### src/rtl/dac_frame_decoder_pkg.sv
// Shared constants and types for the DAC SPI command path.
// The DAC transmitter imports the same opcodes so that both ends agree on the encoding.
package dac_frame_decoder_pkg;

  localparam int FRAME_BITS  = 24;
  localparam int SYNC_STAGES = 2;
  localparam int CNT_W       = 5;
  localparam int NUM_CH      = 4;
  localparam int DATA_W      = 16;

  localparam logic [3:0] OP_WRITE_INPUT   = 4'h1;
  localparam logic [3:0] OP_UPDATE_OUTPUT = 4'h2;
  localparam logic [3:0] OP_WRITE_THROUGH = 4'h3;
  localparam logic [7:0] CMD_LOAD_A       = 8'h31;

  typedef enum logic [1:0] {
    ST_IDLE   = 2'd0,
    ST_SHIFT  = 2'd1,
    ST_COMMIT = 2'd2
  } state_t;

  typedef struct packed {
    logic [3:0] opcode;
    logic [3:0] mask;
  } cmd_t;

  function automatic logic opcode_known(input logic [3:0] op);
    return (op == OP_WRITE_INPUT) || (op == OP_UPDATE_OUTPUT) || (op == OP_WRITE_THROUGH);
  endfunction

endpackage

### src/rtl/dac_frame_decoder_spi_input_sync.sv
// Synchronises CS, SCLK and DATA into the system clock domain and derives the
// edge strobes the decoder needs, all taken from the synchronised levels only.
module spi_input_sync #(
  parameter int STAGES = 2
) (
  input  logic clk_i,
  input  logic rst_i,
  input  logic cs_i,
  input  logic sclk_i,
  input  logic data_i,
  output logic cs_o,
  output logic cs_rise_o,
  output logic cs_fall_o,
  output logic sclk_fall_o,
  output logic data_o
);

  // Bit order {data, sclk, cs}; CS idles high so reset release never looks like a frame start.
  localparam logic [2:0] RESET_VAL = 3'b001;

  logic [2:0] pins;
  logic [2:0] synced;
  logic [1:0] prev_q;

  assign pins = {data_i, sclk_i, cs_i};

  generate
    for (genvar gi = 0; gi < 3; gi++) begin : g_sync
      logic [STAGES-1:0] chain_q;

      always_ff @(posedge clk_i or posedge rst_i) begin
        if (rst_i) begin
          chain_q <= {STAGES{RESET_VAL[gi]}};
        end else begin
          chain_q <= {chain_q[STAGES-2:0], pins[gi]};
        end
      end

      assign synced[gi] = chain_q[STAGES-1];
    end
  endgenerate

  always_ff @(posedge clk_i or posedge rst_i) begin
    if (rst_i) begin
      prev_q <= RESET_VAL[1:0];
    end else begin
      prev_q <= synced[1:0];
    end
  end

  assign cs_o        = synced[0];
  assign cs_rise_o   = synced[0] & ~prev_q[0];
  assign cs_fall_o   = ~synced[0] & prev_q[0];
  assign sclk_fall_o = ~synced[1] & prev_q[1];
  assign data_o      = synced[2];

endmodule

### src/rtl/dac_frame_decoder.sv
// SPI command decoder for a four-channel DAC: shifts in {cmd, data} frames and
// applies write-input, update-output and write-through commands per channel mask.
module dac_frame_decoder
  import dac_frame_decoder_pkg::*;
#(
  parameter int FRAME_BITS  = dac_frame_decoder_pkg::FRAME_BITS,
  parameter int SYNC_STAGES = dac_frame_decoder_pkg::SYNC_STAGES
) (
  input  logic              clock,
  input  logic              reset,
  input  logic              spi_cs_in,
  input  logic              spi_clock_in,
  input  logic              spi_data_in,
  output logic [DATA_W-1:0] dac_a_out,
  output logic [DATA_W-1:0] dac_b_out,
  output logic [DATA_W-1:0] dac_c_out,
  output logic [DATA_W-1:0] dac_d_out,
  output logic              frame_valid,
  output logic              frame_error,
  output logic [7:0]        last_cmd
);

  logic cs_lvl, cs_rise, cs_fall, sclk_fall, sdata;

  spi_input_sync #(
    .STAGES (SYNC_STAGES)
  ) u_sync (
    .clk_i       (clock),
    .rst_i       (reset),
    .cs_i        (spi_cs_in),
    .sclk_i      (spi_clock_in),
    .data_i      (spi_data_in),
    .cs_o        (cs_lvl),
    .cs_rise_o   (cs_rise),
    .cs_fall_o   (cs_fall),
    .sclk_fall_o (sclk_fall),
    .data_o      (sdata)
  );

  state_t                  state_q, state_d;
  logic [FRAME_BITS-1:0]   sr_q, sr_d;
  logic [CNT_W-1:0]        cnt_q, cnt_d;
  logic                    frame_valid_q, frame_error_q;
  logic [7:0]              last_cmd_q;

  logic                    shift_en, clear_frame, commit_ok, commit_bad;
  cmd_t                    cmd;
  logic [DATA_W-1:0]       data;
  logic [NUM_CH-1:0][DATA_W-1:0] out_bus;

  assign cmd  = cmd_t'(sr_q[FRAME_BITS-1 -: 8]);
  assign data = sr_q[DATA_W-1:0];

  always_ff @(posedge clock or posedge reset) begin
    if (reset) begin
      state_q <= ST_IDLE;
    end else begin
      state_q <= state_d;
    end
  end

  always_comb begin
    state_d = state_q;
    case (state_q)
      ST_IDLE:   if (cs_fall) state_d = ST_SHIFT;
      ST_SHIFT:  if (cs_rise) state_d = ST_COMMIT;
      ST_COMMIT: state_d = cs_fall ? ST_SHIFT : ST_IDLE;
      default:   state_d = ST_IDLE;
    endcase
  end

  // A falling SCLK that coincides with CS rising belongs to no frame.
  always_comb begin
    shift_en    = (state_q == ST_SHIFT) && sclk_fall && !cs_lvl && !cs_rise;
    clear_frame = cs_fall && (state_q != ST_SHIFT);
    commit_ok   = (state_q == ST_COMMIT) && (cnt_q == CNT_W'(FRAME_BITS))
                  && opcode_known(cmd.opcode) && (cmd.mask != 4'h0);
    commit_bad  = (state_q == ST_COMMIT) && !commit_ok;
  end

  always_comb begin
    sr_d  = sr_q;
    cnt_d = cnt_q;
    if (clear_frame) begin
      sr_d  = '0;
      cnt_d = '0;
    end else if (shift_en) begin
      sr_d = {sr_q[FRAME_BITS-2:0], sdata};
      if (cnt_q != {CNT_W{1'b1}}) cnt_d = cnt_q + 1'b1;
    end
  end

  always_ff @(posedge clock or posedge reset) begin
    if (reset) begin
      sr_q          <= '0;
      cnt_q         <= '0;
      frame_valid_q <= 1'b0;
      frame_error_q <= 1'b0;
      last_cmd_q    <= 8'h00;
    end else begin
      sr_q          <= sr_d;
      cnt_q         <= cnt_d;
      frame_valid_q <= commit_ok;
      frame_error_q <= commit_bad;
      if (commit_ok) last_cmd_q <= cmd;
    end
  end

  generate
    for (genvar gi = 0; gi < NUM_CH; gi++) begin : g_ch
      logic [DATA_W-1:0] in_q, in_d, out_q, out_d;
      logic              sel;

      assign sel = commit_ok && cmd.mask[gi];

      always_comb begin
        in_d  = in_q;
        out_d = out_q;
        if (sel && (cmd.opcode == OP_WRITE_INPUT || cmd.opcode == OP_WRITE_THROUGH)) begin
          in_d = data;
        end
        if (sel && cmd.opcode == OP_WRITE_THROUGH) begin
          out_d = data;
        end else if (sel && cmd.opcode == OP_UPDATE_OUTPUT) begin
          out_d = in_q;
        end
      end

      always_ff @(posedge clock or posedge reset) begin
        if (reset) begin
          in_q  <= '0;
          out_q <= '0;
        end else begin
          in_q  <= in_d;
          out_q <= out_d;
        end
      end

      assign out_bus[gi] = out_q;
    end
  endgenerate

  assign dac_a_out   = out_bus[0];
  assign dac_b_out   = out_bus[1];
  assign dac_c_out   = out_bus[2];
  assign dac_d_out   = out_bus[3];
  assign frame_valid = frame_valid_q;
  assign frame_error = frame_error_q;
  assign last_cmd    = last_cmd_q;

endmodule
### config.mk
export PLATFORM = sky130hd
export DESIGN_NAME = dac_frame_decoder
export DESIGN_NICKNAME = d
export VERILOG_FILES = /design/src/rtl/dac_frame_decoder_pkg.sv /design/src/rtl/dac_frame_decoder_spi_input_sync.sv /design/src/rtl/dac_frame_decoder.sv
export SDC_FILE = /design/constraint.sdc
export NUM_CORES = 1
export LEC_CHECK = 0
export ABC_AREA = 0
export CORE_UTILIZATION = 51
export DETAILED_ROUTE_END_ITERATION = 8
export GPL_TIMING_DRIVEN = 0
export PLACE_DENSITY = 0.73
export RECOVER_POWER = 100
export SYNTH_ARGS = -nofsm -noshare
export SYNTH_HDL_FRONTEND = slang
export SYNTH_HIERARCHICAL = 1
export SYNTH_SLANG_ARGS = --single-unit
### constraint.sdc
create_clock -name clock -period 5.35 [get_ports clock]
set_input_delay 0.8025 -clock clock [delete_from_list [all_inputs] [get_ports clock]]
set_output_delay 0.8025 -clock clock [all_outputs]
set_load 0.02 [all_outputs]
# Word-level counts from Yosys, hierarchy flattened
# Cells that the tools add are included.
# Widths: inputs -> output; s select.
[word_totals] regBits=177 input_bits=5 output_inout_bits=74 wordCells=92
[classes] addsub=1 n_eq_ne=10 n_mux=17 bitwise=6 reduce_logical=40
[op_table] cell="$mux 16" count=8
[op_table] cell="$mux 24" count=2
[op_table] cell="$logic_and 1x1->1" count=24
[op_table] cell="$mux 5" count=3
[op_table] cell="$reduce_bool 2->1" count=6
[op_table] cell="$eq 4x2->1 const B" count=2
[op_table] cell="$pmux 2 s3" count=1
[op_table] cell="$add 5x1->5 const B" count=1
[op_table] cell="$eq 5x5->1 const B" count=1
[op_table] cell="$ne 5x5->1 const B" count=1
[op_table] cell="$eq 4x1->1 const B" count=1
[op_table] cell="$mux 2" count=2
[op_table] cell="$ne 2x2->1 const B" count=2
[op_table] cell="$reduce_and 2->1" count=2
[op_table] cell="$reduce_bool 4->1" count=1
[op_table] cell="$and 1x1->1" count=3
[op_table] cell="$logic_not 1->1" count=3
[op_table] cell="$logic_or 1x1->1" count=3
[op_table] cell="$not 1->1" count=3
[op_table] cell="$eq 2x1->1 const B" count=1
[op_table] cell="$eq 2x2->1 const B" count=1
[op_table] cell="$logic_not 2->1" count=1
[op_table] cell="$ne 2x1->1 const B" count=1
[op_table] cell="$mux 1" count=1

# Depth between registers and ports, before layout
# Gate-level depths: netlist of the first run.
[logic_depth] ltp_word=9 mapped_depth=8 mapped_depth_nobuf=7

# Modules after synthesis
# Netlist of the first run, hierarchy kept.
[modules_own_cells] module="dac_frame_decoder" instances=1 cells_per_inst=603 area_each_um2=7113.1 seq_area_each_um2=4229.1
[modules_own_cells] module="spi_input_sync" instances=1 cells_per_inst=12 area_each_um2=229.0 seq_area_each_um2=203.9

# Worst setup path after synthesis of the first run
# No wires, ideal clock.
[synth_path] path_kind="register -> register" from="register cnt_q[0]" to="register g_ch[1].in_q[0]" setup_ns=0.125 arrival_time_ns=2.018 t_required_ns=5.225 setup_slack_ns=3.208 stages_incl_launch_ff=9 n_path_buf=2 synth_period_minus_slack_ns=2.142 path_cell_list="dfrtp_1 inv_1 ha_1 nand4b_1 nor4_4 and2_1 buf_4 buf_6 mux2_2"
[synth_via] elab_chain_len=6
[synth_rtl] element="start: declaration" line="dac_frame_decoder.sv:42" source="logic [CNT_W-1:0] cnt_q, cnt_d;"
[synth_rtl] element="start signal: assignment" line="dac_frame_decoder.sv:102" source="cnt_q <= cnt_d;"
[synth_rtl] element="$eq 5x5->1" line="dac_frame_decoder.sv:76" source="commit_ok = (state_q == ST_COMMIT) && (cnt_q == CNT_W'(FRAME_BITS))"
[synth_rtl] element="$logic_and 1x1->1" line="dac_frame_decoder.sv:76"
[synth_rtl] element="$logic_and 1x1->1 (2 in a row)" line="dac_frame_decoder.sv:77" source="&& opcode_known(cmd.opcode) && (cmd.mask != 4'h0);"
[synth_rtl] element="$logic_and 1x1->1" line="dac_frame_decoder.sv:114" source="assign sel = commit_ok && cmd.mask[gi];"
[synth_rtl] element="$logic_and 1x1->1" line="dac_frame_decoder.sv:119" source="if (sel && (cmd.opcode == OP_WRITE_INPUT || cmd.opcode == OP_WRITE_THROUGH)) begin"
[synth_rtl] element="end signal: assignment" line="dac_frame_decoder.sv:134" source="in_q <= in_d;"
[synth_rtl] element="end: declaration" line="dac_frame_decoder.sv:111" source="logic [DATA_W-1:0] in_q, in_d, out_q, out_d;"
# No other way between the ends.
# A chain may end at the register's enable or synchronous reset.

# Final worst setup path of the first run
[layout_path] from="register cnt_q[0]" to="register g_ch[1].in_q[6]"
# Same word-level chain as after synthesis.

==> results.txt, run 1 <==
* Most common cell after layout, fill and taps aside: sky130_fd_sc_hd__dfrtp_1
* P_leak: 4.46 nW
- Number of endpoints failing setup at the final stage: 0
* Count of antenna diodes in the layout: 0
* Crit start category: register
* Biggest area contributors in the synthesized netlist: sky130_fd_sc_hd__dfrtp_1, sky130_fd_sc_hd__mux2_2, sky130_fd_sc_hd__nand2_1
- Standard-cell rows: 43
* Half-perimeter wire length after detailed placement: 10900 um
* Latest clock arrival within the worst-skew pair: 0.43 ns
* Final setup slack of the worst path: 1.91 ns
- Entering global routing, the biggest net connects 45 pins.
- The worst hold path passes through 0 cells.
- Run status: complete, but fails checks
- For this run, design rule violations remaining after detail routing come to 0.
- In the layout the commonest cells are sky130_fd_sc_hd__dfrtp_1, sky130_fd_sc_hd__mux2_2, sky130_fd_sc_hd__dlygate4sd3_1, sky130_fd_sc_hd__nand2_1, sky130_fd_sc_hd__inv_1.
* Overall overflow remaining after global route: 0
- Summing internal, switching and leakage power gives 2.76 mW.
* CTS tree: done
* Register bit total from synthesis: 177
- Remaining antenna violation count: 0
- The tightest min-delay check is of the register to register type.
- The final reports fail on max-capacitance violations, max-slew violations.
- Summing over every cut layer, the via total after detailed routing is 4895.
- H-Tree Level Count: 4
* Ratio of cells with drive above 1 in the final layout: 21.4%
* Sequential area share after synthesis: 60.4%
* Syn Std Cell Area: 7340 um2
- After clock tree synthesis, the clock-pin slew on the worst setup and hold paths is 0.06 ns.
- At the end of the flow the core is filled with cells to 64.2%.
* Synth area leader: sky130_fd_sc_hd__dfrtp_1
- Top-area cell type share of the netlist area: 59.3%
- Synth Area per Inst: 11.9 um2
- Summing all flip-flop and latch instances after layout gives 4430 um2.
- The clock passes through at most 2 buffers.
* Worst slew margin relative to its limit: -43.7%
* Total detailed-routing wirelength: 15800 um
* Critical path class: register to register
* Hold Violations, Final: 0
- Power density cells: 308 nW/um2
* Standard cell area after detailed placement: 8430 um2
- Die Span Y: 122 um
- The number of setup buffers added after CTS is 0.
- At the pin with the least slew margin, the transition time is 2.15 ns.
- The tree built by TritonCTS fans out to 177 sinks.
- The die covers 14900 um2.
* Final instance area: 8970 um2
- Across all hold checks on the routed design, the worst slack comes to 0.347 ns.
- For the final database, setup skew stands at 0.00806 ns.
* Largest fanout on the critical path: 10
- CTS-repair resized insts: 0
- The count of final max-slew check failures came to 68.
- In this run the standard cell core region covers 14000 um2.
- The Yosys step of the flow raised 6 warnings.
* Final net count: 724
* Ports: 79
- The tool flagged a number of max-cap violations equal to 2.
* Overall track demand over capacity in global routing: 23.6%
- For this run, the number of standard cells in the final layout without fillers is 909.
- The die is 122 um wide.
- From synthesis to final layout, the design area changed by 22.2%.
* Placed instance count: 877
- CP Capture Type: register
- After synthesis, the netlist uses 34 different library cells.
- Synthesis produced a netlist whose cell count is 615.
- The number of nets in the synthesized netlist is 623.
* Per-cell via count in the routed design: 5.39
- Max IR drop VDD: 0.206 mV
- Initial standard-cell utilization of the core: 52.5%
* Worst slack at placement: 2.80 ns
- Inserted Clock Buffers: 17
- Setup repair after global routing left no endpoint under its margin.
- The first global-routing pass estimated 25900 um of wire.
- After layout, the worst path uses 64.3% of the clock period.
- For the final routed database, the setup TNS stands at 0 ns.
- Fill cells: 1107
* Vias in the first global route: 4959
- The initial antenna violation count was 0.
- STA puts the critical path data arrival time at 3.75 ns.
- At the worst endpoint, the required time is 5.66 ns.
- Final Wtd Congestion: 0.787
- Port buffering added 78 buffers.
- Number of DRC markers in iteration 0: 334
- Measured in cells, the most critical reg-to-reg path has a length of 8.
- Multi-input combinational cell area: 2520 um2
* Clock Tree Root: sky130_fd_sc_hd__clkbuf_16
* Max Clock Freq: 291 MHz
* Wirelength per Cell: 17.4 um
- Subtracting the final worst setup slack from the clock period gives 3.44 ns.
- The first TritonRoute pass finished after 5 iterations.
- Number of hold-repair buffers added at the cts stage: 0
-- cell families after synthesis --
kind of cell               after synthesis  synth area share [%]
adders and majority gates                3                 0.511
and+or+nand+nor                        137                  9.41
AOI/OAI and AO/OA                       92                  6.63
xor gates and xnor gates                 3                 0.358
DFF                                    177                  60.4
buffers and inverters                   85                  4.65
muxes                                  118                  18.1
-- registers in the layout, indices dropped and copies added, names as in the netlist --
| signal | count |
|---|---|
| g_ch.in_q | 64 |
| sr_q | 24 |
| dac_a_out | 16 |
| dac_b_out | 16 |
| dac_c_out | 16 |
| dac_d_out | 16 |
| last_cmd | 8 |
| u_sync/g_sync.chain_q | 6 |
| cnt_q | 5 |
| state_q | 2 |
| u_sync/prev_q | 2 |
| frame_error | 1 |
| frame_valid | 1 |
-- worst max-delay path: stages, from the launching register on --
cell and delay (ns):
sky130_fd_sc_hd__dfrtp_1 0.40, sky130_fd_sc_hd__inv_1 0.11, sky130_fd_sc_hd__ha_1 0.15, sky130_fd_sc_hd__nand4b_1 0.21
sky130_fd_sc_hd__nor4_1 0.83, sky130_fd_sc_hd__and2_0 0.24, sky130_fd_sc_hd__clkbuf_1 0.41, sky130_fd_sc_hd__clkbuf_1 0.56
sky130_fd_sc_hd__mux2_2 0.41
-- cell usage after synthesis --
| cell type | instances |
|---|---|
| sky130_fd_sc_hd__nand2_1 | 66 |
| sky130_fd_sc_hd__or2_2 | 1 |
| sky130_fd_sc_hd__nand2b_1 | 18 |
| sky130_fd_sc_hd__and4bb_2 | 1 |
| sky130_fd_sc_hd__a21o_1 | 1 |
| sky130_fd_sc_hd__and2b_2 | 1 |
| sky130_fd_sc_hd__o21ai_0 | 49 |
| sky130_fd_sc_hd__and3_1 | 2 |
| sky130_fd_sc_hd__nand3_1 | 2 |
| sky130_fd_sc_hd__nor2_1 | 24 |
| sky130_fd_sc_hd__buf_4 | 1 |
| sky130_fd_sc_hd__buf_6 | 1 |
| sky130_fd_sc_hd__a31oi_1 | 16 |
| sky130_fd_sc_hd__dfrtp_1 | 174 |
| sky130_fd_sc_hd__inv_1 | 56 |
| sky130_fd_sc_hd__ha_1 | 3 |
| sky130_fd_sc_hd__xnor2_1 | 1 |
| sky130_fd_sc_hd__nor2b_1 | 4 |
| sky130_fd_sc_hd__o21a_1 | 1 |
| sky130_fd_sc_hd__xor2_1 | 2 |
| sky130_fd_sc_hd__buf_1 | 2 |
| sky130_fd_sc_hd__dfstp_2 | 3 |
| sky130_fd_sc_hd__buf_2 | 9 |
| sky130_fd_sc_hd__clkbuf_1 | 16 |
| sky130_fd_sc_hd__nand2_2 | 6 |
| sky130_fd_sc_hd__o22ai_1 | 1 |
| sky130_fd_sc_hd__mux2i_1 | 2 |
| sky130_fd_sc_hd__a21oi_1 | 24 |
| sky130_fd_sc_hd__and2_1 | 3 |
| sky130_fd_sc_hd__nor4_1 | 2 |
| sky130_fd_sc_hd__nor4_4 | 3 |
| sky130_fd_sc_hd__nand4b_1 | 2 |
| sky130_fd_sc_hd__nand3b_1 | 2 |
| sky130_fd_sc_hd__mux2_2 | 116 |
-- layout make-up --
class / count / area share (%)
sequential: 177 / 49.4
multi-input combinational: 353 / 28.1
timing repair buffer: 82 / 9.23
clock buffer: 21 / 5.13
tap: 180 / 2.51
inverter: 56 / 2.36
clock inverter: 11 / 2.05
buffer: 29 / 1.23
-- routing by layer --
layer / up-vias / global-route usage, % / wire [um]
met1: 2481 / 30.0 / 6820
met5: - / 0 / 0
li1: 2266 / - / -
met4: 0 / 9.88 / 330
met2: 119 / 39.5 / 8120
met3: 29 / 4.49 / 520
-- where the power goes --
part / total, mW / switching, mW / leakage, nW / internal (mW)
sequential: 1.36 / 0.00909 / 2.45 / 1.35
clock: 1.34 / 0.491 / 0.321 / 0.850
combinational: 0.0646 / 0.0472 / 1.69 / 0.0174
-- path summary, 6_finish.rpt --
check                                                      startpoint                               endpoint  slack [ns]
max in group asynchronous                                       reset              dac_c_out[12]$_DFFE_PP0P_        1.99
worst min-delay path            u_sync/g_sync[1].chain_q[0]$_DFF_PP0_  u_sync/g_sync[1].chain_q[1]$_DFF_PP0_        0.35
worst max-delay path                             cnt_q[0]$_DFFE_PP0P_            g_ch[1].in_q[6]$_DFFE_PP0P_        1.91
worst min register to register  u_sync/g_sync[1].chain_q[0]$_DFF_PP0_  u_sync/g_sync[1].chain_q[1]$_DFF_PP0_        0.35
worst max register to register                   cnt_q[0]$_DFFE_PP0P_            g_ch[1].in_q[6]$_DFFE_PP0P_        1.91
min in group asynchronous                                       reset  u_sync/g_sync[2].chain_q[0]$_DFF_PP0_        0.78
Note: power is estimated with default switching activity, not from simulation.
==> run 2: changes to the inputs <==
==> constraint.sdc (replaced) <==
create_clock -name clock -period 3.14 [get_ports clock]
set_input_delay 0.471 -clock clock [delete_from_list [all_inputs] [get_ports clock]]
set_output_delay 0.471 -clock clock [all_outputs]
set_load 0.02 [all_outputs]
==> results.txt, run 2 (synthesized netlist as in run 1, its figures left out) <==
- Switching Share: 20.0% (+0.16 points)
- The starting density of the core was 52.5% (unchanged).
- From synthesis to final layout, the design area changed by 22.8%.
* Fraction of power consumed by the clock network: 48.6% (about the same)
* Sequential cell fraction of total power: 49.0% (about the same)
- Hold Violations, Final: 0 (unchanged)
- Run status: finished clean
- Clock Tree Root: sky130_fd_sc_hd__clkbuf_16
* Final worst path period share: 88.0% (+24 points)
- The worst setup slack for register-to-register paths is 0.38 ns (-1.54 ns).
- The share of total power in combinational logic is 2.3% (about the same).
* Latest clock arrival within the worst-skew pair: 0.43 ns (about the same)
- Largest fanout on the critical path: 10 (unchanged)
* Overall track demand over capacity in global routing: 23.6% (unchanged)
- Worst path arrival time: 3.07 ns (-0.68 ns)
- The worst clock skew was 0.00703 ns (-0.00103 ns).
* Cell internal power dissipation: 3.78 mW (+70%)
- The placer congestion estimate is 0.787 (unchanged).
- Count of antenna diodes in the layout: 0 (unchanged)
- Total detailed-routing wirelength: 15800 um (+0.25%)
- Setup repair after global routing left no endpoint under its margin.
- The setup path with the least slack is of type register to register.
* Standard-cell rows: 43 (unchanged)
- The post-route standard cell area excluding fillers is 9010 um2 (+0.45%).
- The detailed placer's ending HPWL came to 10900 um (unchanged).
- The number of inserted filler cells in the final layout was 1098 (-0.81%).
- The y dimension of the die came to 122 um (unchanged).
- Remaining antenna violation count: 0 (unchanged)
- Final critical path time including I/O delays and setup: 2.76 ns (-0.674 ns)
* Max IR drop VDD: 0.351 mV (+70%)
* Standard cell area after detailed placement: 8430 um2 (unchanged)
- In this run the critical register-to-register path is captured at g_ch[3].in_q[2]$_DFFE_PP0P_.
- Inserted Clock Buffers: 17 (unchanged)
* Power density cells: 523 nW/um2 (+70%)
- Worst flop-to-flop path startpoint: cnt_q[0]$_DFFE_PP0P_
- Remaining design rule violation count: 0 (unchanged)
- The static leakage is 4.47 nW (+0.25%).
- Ports: 79 (unchanged)
- Overall via count from detail_route: 4877 (-0.37%)
* CTS tree: done
* Instance count along the most critical hold path: 0 (unchanged)
- The count of instances resized after the clock tree is built was 0 (unchanged).
- The data required time at the worst endpoint is 3.44 ns (-2.22 ns).
- CP Capture Type: register
* Cell with the largest stage delay on the worst path: sky130_fd_sc_hd__nor4_4
- Ratio of cells with drive above 1 in the final layout: 22.1% (+0.69 points)
- The net switching power came to 0.941 mW (+72%).
* DRT Pass-1 Iters: 4 (-1)
- Type of the most critical hold path: register to register
- The depth of the worst register-to-register path was 7 (-1).
* Top flop regs: g_ch.in_q x64, sr_q x24
- Die area: 14900 um2 (unchanged)
* Vias in the first global route: 4959 (unchanged)
- Number of hold-repair buffers added at the cts stage: 0 (unchanged)
- Area of the core region: 14000 um2 (unchanged)
- Critical Path Max Stage Delay: 0.47 ns (-0.36 ns)
- The ratio of routed vias to standard cells came to 5.37 (-0.37%).
- The first-pass GRT wire length came to 25900 um (unchanged).
- The initial antenna violation count is 0 (unchanged).
* Number of buffers inserted to repair setup after CTS: 0 (unchanged)
- Max-cap violations: 0 (-2)
- Clock slew at reported path FFs: 0.06 ns (about the same)
- Number of clock sinks: 177 (unchanged)
- The die span in x is 122 um (unchanged).
- The final core utilization came to 64.4% (+0.29 points).
* Register with the highest flop count: g_ch.in_q
- The count of endpoints failing setup in the final report is 0 (unchanged).
* Most common cell after layout, fill and taps aside: sky130_fd_sc_hd__dfrtp_1
- The signal on the critical path passes through inv_1, ha_1, nand4b_1, nor4_4, nand2_1, clkbuf_1, mux2_2.
* Transition time at the pin with the least slew margin: 1.10 ns (-1.05 ns)
- Overall overflow remaining after global route: 0 (unchanged)
- Final net count: 724 (unchanged)
- Pin count of the biggest net entering global routing: 45 (unchanged)
- Wirelength per Cell: 17.4 um (+0.25%)
- For hold timing, the worst endpoint is u_sync/g_sync[1].chain_q[1]$_DFF_PP0_.
* Max Clock Freq: 362 MHz (+24%)
* Min-delay src: u_sync/g_sync[1].chain_q[0]$_DFF_PP0_
- Final slew viol count: 0 (-100%)
- Number of DRC markers in iteration 0: 323 (-3.3%)
- The number of levels the H-tree was split into was 4 (unchanged).
* Overall power consumption: 4.72 mW (+71%)
- Most frequent cells in the layout: sky130_fd_sc_hd__dfrtp_1, sky130_fd_sc_hd__mux2_2, sky130_fd_sc_hd__dlygate4sd3_1, sky130_fd_sc_hd__nand2_1, sky130_fd_sc_hd__inv_1
* Number of flip-flops in the largest register: 64 (unchanged)
- Longest Clk Path Bufs: 2 (unchanged)
* Worst slew margin relative to its limit: 26.6% (+70 points)
- Number of I/O port buffers: 78 (unchanged)
* Crit start category: register
[run 2: cell types whose count changed in the layout (fill, tap and decap cells not counted)]
cell,before,now
sky130_fd_sc_hd__nor4_1,4,2
sky130_fd_sc_hd__nor4_4,1,3
sky130_fd_sc_hd__buf_6,0,1
sky130_fd_sc_hd__clkbuf_2,0,2
sky130_fd_sc_hd__clkbuf_1,31,28
[run 2: routing by layer]
metal / share of wire (%) / up-vias / GRT usage (%)
met1: 42 / 2470 / 30.0
met5: 0 / - / 0
met4: 2.1 / 0 / 9.88
met3: 4.5 / 25 / 4.49
li1: - / 2265 / -
met2: 52 / 117 / 39.5
[run 2: through the flow]
stage / setup TNS [ns] / worst slack, ns / instances / hold WS, ns
after floorplan: 0 / 0.514 / 615 / 0.285
after global placement: -119.24 / -0.716 / 873 / 0.333
after detailed placement: 0 / 0.589 / 877 / 0.342
after CTS: 0 / 0.585 / 909 / 0.353
after global routing: 0 / 0.211 / 909 / 0.355
final: 0 / 0.376 / 909 / 0.349
[run 2: layout make-up]
type / count / area (um2) / share of cell area (%)
Tap cell: 180 / 225 / 2.50
Buffer: 29 / 118 / 1.30
Sequential cell: 177 / 4430 / 49.2
Multi-Input combinational cell: 353 / 2550 / 28.3
Timing Repair Buffer: 82 / 831 / 9.22
Clock inverter: 11 / 184 / 2.04
Clock buffer: 21 / 460 / 5.11
Inverter: 56 / 211 / 2.35
[run 2: power by group through the flow]
stage	clock (mW)	sequential, mW	combinational [mW]
2_1_floorplan	0	2.35	0.0751
5_1_grt	2.41	2.31	0.128
4_1_cts	2.31	2.31	0.120
6_report	2.29	2.31	0.110
3_3_place_gp	0	2.35	0.101
3_5_place_dp	0	2.36	0.120
[run 2: how the worst max path moves through the flow]
stage	startpoint	endpoint	slack, ns	cells after the start
6_report	cnt_q[0]$_DFFE_PP0P_	g_ch[3].in_q[2]$_DFFE_PP0P_	0.38	7
5_1_grt	cnt_q[0]$_DFFE_PP0P_	g_ch[1].in_q[6]$_DFFE_PP0P_	0.21	8
4_1_cts	cnt_q[0]$_DFFE_PP0P_	dac_b_out[5]$_DFFE_PP0P_	0.58	6
3_5_place_dp	cnt_q[0]$_DFFE_PP0P_	dac_b_out[5]$_DFFE_PP0P_	0.59	6
3_3_place_gp	reset	dac_b_out[12]$_DFFE_PP0P_	-0.72	2
2_1_floorplan	reset	cnt_q[0]$_DFFE_PP0P_	0.51	1
[run 2: critical path: cells and delay by family (launching register included)]
family / cells / cell delay (ns)
adder cells (fa/ha/maj): 1 / 0.15
buffers and inverters: 2 / 0.54
flip-flops: 1 / 0.40
multiplexers: 1 / 0.39
AND/OR/NAND/NOR: 3 / 1.16
